==> config.mk <==
export PLATFORM = sky130hd
export DESIGN_NAME = fpga_button_debounce
export DESIGN_NICKNAME = d
export VERILOG_FILES = /design/src/rtl/fpga_button_debounce.sv
export SDC_FILE = /design/constraint.sdc
export NUM_CORES = 1
export LEC_CHECK = 0
export ABC_CLOCK_PERIOD_IN_PS = 2200
export BUFFER_PORTS_ARGS = -buffer_cell sky130_fd_sc_hd__buf_2
export CAP_MARGIN = 25
export CORE_MARGIN = 3
export CORE_UTILIZATION = 56
export DETAILED_ROUTE_END_ITERATION = 12
export PLACE_DENSITY = 0.86
export SLEW_MARGIN = 40
export SYNTH_ARGS = -nofsm -noshare
export SYNTH_HDL_FRONTEND = slang
export SYNTH_HIERARCHICAL = 1
export SYNTH_SLANG_ARGS = --single-unit
export TNS_END_PERCENT = 1
==> constraint.sdc <==
create_clock -name PCLK -period 2.2 [get_ports PCLK]
set_clock_uncertainty 0.1 [all_clocks]
set_input_delay 0.44 -clock PCLK [delete_from_list [all_inputs] [get_ports PCLK]]
set_output_delay 0.44 -clock PCLK [all_outputs]
set_load 0.01 [all_outputs]
==> src/rtl/fpga_button_debounce.sv <==
// Push-button conditioner: 2-flop synchroniser plus tick-sampled debounce FSM per channel.
// Define FPGA_BUTTON_DEBOUNCE_LONG_PRESS_EN to enable long-press detection (long_pulse/long_held).
module fpga_button_debounce_ch #(
  parameter int unsigned DEB_TICKS  = 20,
  parameter int unsigned LONG_TICKS = 2000
) (
  input  logic PCLK,
  input  logic PRESETn,
  input  logic tick_en,
  input  logic s,
  output logic btn_clean,
  output logic press_pulse,
  output logic release_pulse,
  output logic long_pulse,
  output logic long_held
);
  localparam logic [1:0] IDLE        = 2'd0;
  localparam logic [1:0] PRESS_CHK   = 2'd1;
  localparam logic [1:0] PRESSED     = 2'd2;
  localparam logic [1:0] RELEASE_CHK = 2'd3;
  localparam logic [7:0] CNT_MAX     = 8'(DEB_TICKS - 1);

  logic [1:0] state, nstate;
  logic [7:0] cnt, ncnt;

  always_comb begin
    nstate = state;
    ncnt   = cnt;
    case (state)
      IDLE: if (s) begin nstate = PRESS_CHK; ncnt = 8'd1; end
      PRESS_CHK:
        if (!s)                  begin nstate = IDLE;    ncnt = '0; end
        else if (cnt == CNT_MAX) begin nstate = PRESSED; ncnt = '0; end
        else                     ncnt = cnt + 8'd1;
      PRESSED: if (!s) begin nstate = RELEASE_CHK; ncnt = 8'd1; end
      RELEASE_CHK:
        if (s)                   begin nstate = PRESSED; ncnt = '0; end
        else if (cnt == CNT_MAX) begin nstate = IDLE;    ncnt = '0; end
        else                     ncnt = cnt + 8'd1;
      default: begin nstate = IDLE; ncnt = '0; end
    endcase
  end

  // Outputs decode the next state so they move on the same edge as the FSM.
  always_ff @(posedge PCLK or negedge PRESETn) begin
    if (!PRESETn) begin
      state         <= IDLE;
      cnt           <= '0;
      btn_clean     <= 1'b0;
      press_pulse   <= 1'b0;
      release_pulse <= 1'b0;
    end else begin
      press_pulse   <= 1'b0;
      release_pulse <= 1'b0;
      if (tick_en) begin
        state         <= nstate;
        cnt           <= ncnt;
        btn_clean     <= nstate[1];
        press_pulse   <= (state == PRESS_CHK)   && (nstate == PRESSED);
        release_pulse <= (state == RELEASE_CHK) && (nstate == IDLE);
      end
    end
  end

`ifdef FPGA_BUTTON_DEBOUNCE_LONG_PRESS_EN
  localparam logic [11:0] LONG_MAX = 12'(LONG_TICKS);
  logic [11:0] lcnt;

  // lcnt only restarts on a fresh press, so release bounces keep the long-press status.
  always_ff @(posedge PCLK or negedge PRESETn) begin
    if (!PRESETn) begin
      lcnt       <= '0;
      long_pulse <= 1'b0;
      long_held  <= 1'b0;
    end else begin
      long_pulse <= 1'b0;
      if (tick_en) begin
        if ((state == PRESS_CHK) && (nstate == PRESSED))
          lcnt <= '0;
        else if ((state == PRESSED) && (lcnt != LONG_MAX)) begin
          lcnt <= lcnt + 12'd1;
          if (lcnt == LONG_MAX - 12'd1) begin
            long_pulse <= 1'b1;
            long_held  <= 1'b1;
          end
        end
        if (nstate == IDLE) long_held <= 1'b0;
      end
    end
  end
`else
  logic unused_long_ticks;
  assign unused_long_ticks = (LONG_TICKS == 0);
  assign long_pulse = 1'b0;
  assign long_held  = 1'b0;
`endif
endmodule

module fpga_button_debounce #(
  parameter int unsigned NUM_BTN    = 2,
  parameter int unsigned DEB_TICKS  = 20,
  parameter int unsigned LONG_TICKS = 2000,
  parameter int unsigned ACTIVE_LOW = 0
) (
  input  logic               PCLK,
  input  logic               PRESETn,
  input  logic               tick_en,
  input  logic [NUM_BTN-1:0] btn_raw,
  output logic [NUM_BTN-1:0] btn_clean,
  output logic [NUM_BTN-1:0] press_pulse,
  output logic [NUM_BTN-1:0] release_pulse,
  output logic [NUM_BTN-1:0] long_pulse,
  output logic [NUM_BTN-1:0] long_held
);
  logic [NUM_BTN-1:0] sync_q1, sync_q2, s;

  always_ff @(posedge PCLK or negedge PRESETn) begin
    if (!PRESETn) begin
      sync_q1 <= '0;
      sync_q2 <= '0;
    end else begin
      sync_q1 <= btn_raw;
      sync_q2 <= sync_q1;
    end
  end

  assign s = (ACTIVE_LOW != 0) ? ~sync_q2 : sync_q2;

  for (genvar i = 0; i < NUM_BTN; i++) begin : g_ch
    fpga_button_debounce_ch #(
      .DEB_TICKS (DEB_TICKS),
      .LONG_TICKS(LONG_TICKS)
    ) u_ch (
      .PCLK         (PCLK),
      .PRESETn      (PRESETn),
      .tick_en      (tick_en),
      .s            (s[i]),
      .btn_clean    (btn_clean[i]),
      .press_pulse  (press_pulse[i]),
      .release_pulse(release_pulse[i]),
      .long_pulse   (long_pulse[i]),
      .long_held    (long_held[i])
    );
  end
endmodule

Word level (Yosys, flattened, before mapping)
Cells that the tools add are included.
{ "totals": {"output_inout_bits": 10, "regBits": 30, "rom_bits": 0, "latchBits": 0, "mem_bits_rw": 0, "n_memories": 0} }
{ "classes": {"mux": 30, "n_lt_le_gt_ge": 0, "n_bitwise": 0, "n_shift": 0, "n_mul": 0, "div_mod_pow": 0, "addsub": 2, "reduce_logical": 10, "eq_ne": 14} }
{ "op_table": {"columns": ["operator", "n"], "rows": [
  ["two-way mux 8 bit", 10],
  ["one-hot mux 8 bit (4 select lines)", 2],
  ["two-way mux 2 bit", 12],
  ["adder 8 x 1 -> 8 bit (second input constant)", 2],
  ["== test 8 x 5 -> 1 bit (second input constant)", 2],
  ["one-hot mux 2 bit (4 select lines)", 2],
  ["== test 2 bit (second input constant)", 6],
  ["zero test 2 bit", 4],
  ["!= test 2 bit (second input constant)", 4],
  ["AND reduction 3 bit", 2],
  ["== test 2 x 1 -> 1 bit (second input constant)", 2],
  ["logical AND 1 bit", 4],
  ["two-way mux 1 bit", 4]
]} }

Depth between registers and ports, before layout
{ "logic_depth": {"word_depth": 7, "ltp_mapped": 5, "ltp_nobuf": 5} }

Hierarchy
Netlist, hierarchy kept.
{ "modules_own_cells": {"columns": ["module", "area_each_um2", "n_inst", "seq_area_each_um2", "cells_each"], "rows": [
  ["fpga_button_debounce_ch", 618.1, 2, 300.3, 58],
  ["fpga_button_debounce", 100.1, 1, 100.1, 4]
]} }

Least setup slack after synthesis
OpenSTA, ideal clock, no wires.
{ "synth_timing": {"kind": "input to register", "startpoint": "input tick_en", "endpoint": "register g_ch[0].u_ch.cnt[5]", "stages": 5, "path_buffers": 1, "path_slack_ns": 0.576, "setup_ns": 0.080, "t_arrival_ns": 1.444, "cell_sequence": "clkbuf_1 and4_1 o21ai_2 or3_1 a21oi_1"} }
{ "synth_between": {"elab_chain_cells": 1} }
{ "synth_lines": {"columns": ["element", "line_no", "source"], "rows": [
  ["from (decl)", "107", "input logic tick_en,"],
  ["AND reduction 3 bit (no source line)", null, null],
  ["to (signal assigned)", "57", "cnt <= ncnt;"],
  ["to (decl)", "24", "logic [7:0] cnt, ncnt;"]
]} }
Every way passes these cells.
A chain may end at the register's enable or synchronous reset.

Worst setup path in the final report
{ "layout_timing": {"startpoint": "register g_ch[0].u_ch.cnt[6]", "endpoint": "register g_ch[0].u_ch.cnt[6]"} }
{ "layout_between": {"elab_chain_cells": 4, "word_cells_on_any_way": 6, "classes_between": "add/sub (1); eq/ne (1); mux (4)"} }
{ "layout_lines": {"columns": ["element", "line_no", "source"], "rows": [
  ["adder 8 x 1 -> 8 bit or == test 8 x 5 -> 1 bit (tied branches)", null, null],
  ["two-way mux 8 bit *", "33, 38", null],
  ["two-way mux 8 bit (on tied branches)", "37, 32", null],
  ["one-hot mux 8 bit (4 select lines) *", "29", "case (state)"]
]} }
Every way passes the cells marked *; elsewhere a longest branch is shown, timed or not.

==> summary.txt <==
Global route
  – Initial antenna violation count: 0
  – Gr ovfl total: 0
  – First-pass GRT wire length: 3946 um
  – Largest net degree at the start of global routing: 29
  – Vias in the first global route: 920
  – Gr usage total: 18.69%

Pwr
  – Clock share of power: 26.7%
  – PwrDens: 645.4 nW/um2
  – Power, Total: 0.9213 mW
  – Reg power frac: 62.9%
  – Sw power: 0.2382 mW
  – Leak: 0.6579 nW
  – Worst vdd ir: 527.0 uV
  – Combinational power share: 10.4%
  – P_int: 0.6831 mW
  – Switch share: 25.86%

Logic synthesis
  – Post-synth ARST share: 100.0%
  – Mapped Cells: 120
  – Yosys reg bits: 28
  – Synth Flop Type: dfrtp_1
  – Compound-cell area share of the yosys netlist: 15.17%
  – Post-synth EDFFs: 0
  – Synth Area in Simple Gates: 15.36%
  – XOR/XNOR Fraction of Synth Area: 8.989%
  – Mapped Area: 1336 um2
  – Post-synthesis mux area share: 1.685%
  – Synth warn: 6
  – Register area share after synthesis: 52.43%
  – Mapped Avg Cell Area: 11.14 um2
  – Post-synthesis adder-cell area fraction: 1.873%
  – Post-synthesis cell type count: 26
  – Largest family of logic cells by synthesized area: simple AND/OR/NAND/NOR gates

Die
  – Ports: 15
  – FP Rows: 17
  – Die width: 54.85 um
  – Initial Util: 59.83%
  – Core ar.: 2233 um2
  – Die Ht: 54.85 um
  – Die area: 3009 um2

Route
  – # DRC: 0
  – Routed via count: 946
  – DR WL/cell: 14.87 um
  – Vias per Instance: 6.025
  – Detailed Route WL: 2335 um
  – Remaining antenna violation count: 0
  – Initial DRC count: 18
  – Iteration count of the initial detailed-routing pass: 4

Clock tree
  – Clock Tree Root: clkbuf_4
  – CTS tree: done
  – CTS max path bufs: 2
  – # resized after CTS: 0
  – # hold bufs at CTS: 0
  – Worst-Skew Late Latency: 330 ps
  – CTS Sinks: 28
  – H-tree Lvls: 1
  – Post-CTS setup buffers: 0
  – Clk slew on worst S/H paths: 140 ps
  – Num CTS Buffers: 3

Final layout
  – Final nets: 137
  – Non-Filler Instances: 157
  – Final core area utilization: 63.92%
  – Share of post-route cells with drive strength above 1: 17.83%
  – Most frequent cells in the layout: dfrtp_1, nor2_1, xor2_1, buf_2, o21ai_0
  – Number of diodes: 0
  – Final instance area: 1428 um2
  – Synth-to-Final Area Change: 6.835%
  – Commonest non-fill, non-tap cell in the layout: dfrtp_1

Setup path
  – Crit path kind: reg -> reg
  – Type of origin of the critical path: flop
  – R2r startpoint: g_ch[0].u_ch/cnt[6]$_DFFE_PN0P_
  – CP Launch Point: g_ch[0].u_ch/cnt[6]$_DFFE_PN0P_
  – Crit. End Element: flop
  – CP arrival: 2010 ps
  – Setup slack, reg-to-reg: 290 ps
  – Critical Path Fanout Max: 6
  – Cells on worst reg2reg path: 4
  – CP required: 2310 ps
  – Reg-to-Reg End: g_ch[0].u_ch/cnt[6]$_DFFE_PN0P_

STA
  – Max-slew violation count: 0
  – Post-route setup TNS: 0 ps
  – Setup repair after global routing missed its margin: false
  – Tmin final: 1907 ps
  – Final setup vio count: 0
  – Final hold viol count: 19
  – Fin crit share: 86.69%
  – Final worst slack: 292.8 ps
  – Max transition margin: 60.97%
  – Hold slack: -9.828 ps
  – Achievable Freq: 0.5243 GHz
  – Worst slew pin tran: 585.4 ps

Placement
  – PortBufs: 10
  – DP HPWL: 1712 um
  – Final GP Congestion: 0.8304
  – DP Area: 1391 um2
  – Pre-CTS setup slack: 281.0 ps
  – # placed instances: 153

Status
  – Outcome: finished, violations left
  – Failing checks: negative hold slack

Run
  – Maximum capacitance violations: 0

Min path
  – Min-Delay Path Class: in -> async
[cells by family after synthesis]
family | count (synthesis)
flip-flops | 28
buffers and inverters | 10
multiplexers | 2
XOR/XNOR | 12
adder cells (fa/ha/maj) | 2
AO/OA/AOI/OAI | 30
other | 2
AND/OR/NAND/NOR | 34
[power by group through the flow]
stage / Clock [mW] / Sequential (mW) / Combinational, mW
CTS: 0.252 / 0.579 / 0.0966
detailed placement: 0 / 0.589 / 0.0964
floorplan: 0 / 0.575 / 0.0814
global placement: 0 / 0.587 / 0.0892
global route: 0.270 / 0.586 / 0.111
finish: 0.246 / 0.580 / 0.0957
[synthesized netlist by cell type, types with 4 or more instances]
library cell  count  area share [%]
a21oi_1           4             1.5
a31oi_1           4             1.9
and4_1            6             3.9
buf_4             4             2.2
clkbuf_1          4             1.1
dfrtp_1          28              52
nand2_1           4             1.1
nor2_1           12             3.4
o211ai_1          6             3.4
o21ai_0           8             3.0
xor2_1           10             6.6
[area by class of cell]
class,instances,area [um2]
inverter,2,7.507
fill,182,805.8
sequential,28,700.7
clock buffer,4,36.28
tap,28,35.03
timing repair buffer,11,57.56
multi-input combinational,84,590.6
[critical path: stages (launching register included)]
cell and delay [ps]:
dfrtp_1 430, nor4_1 320, nand4b_1 310, a31oi_1 540
nor2_1 100
[worst max-delay path by stage]
stage / slack (ps) / depth (start not counted) / end
global placement: 430 / 4 / g_ch[1].u_ch/cnt[2]$_DFFE_PN0P_
global route: 110 / 4 / g_ch[0].u_ch/cnt[7]$_DFFE_PN0P_
floorplan: 580 / 5 / g_ch[0].u_ch/cnt[5]$_DFFE_PN0P_
finish: 290 / 4 / g_ch[0].u_ch/cnt[6]$_DFFE_PN0P_
detailed placement: 280 / 4 / g_ch[0].u_ch/cnt[6]$_DFFE_PN0P_
CTS: 260 / 4 / g_ch[0].u_ch/cnt[7]$_DFFE_PN0P_
[state kept, by name, indices dropped and copies added (netlist names)]
name and count:
g_ch.u_ch/btn_clean 2, g_ch.u_ch/press_pulse 2, g_ch.u_ch/state 2, sync_q1 2, s 2, g_ch.u_ch/cnt 16
g_ch.u_ch/release_pulse 2
[routing by layer]
metal  wire length (um)  GRT usage, %  up-vias
met4                 48         12.45        0
met5                  0             0        -
met2               1156         29.72       27
met3                 98         2.180        4
met1               1031         23.76      461
li1                   -             -      454
No activity file was read; power rests on OpenSTA's default activity.
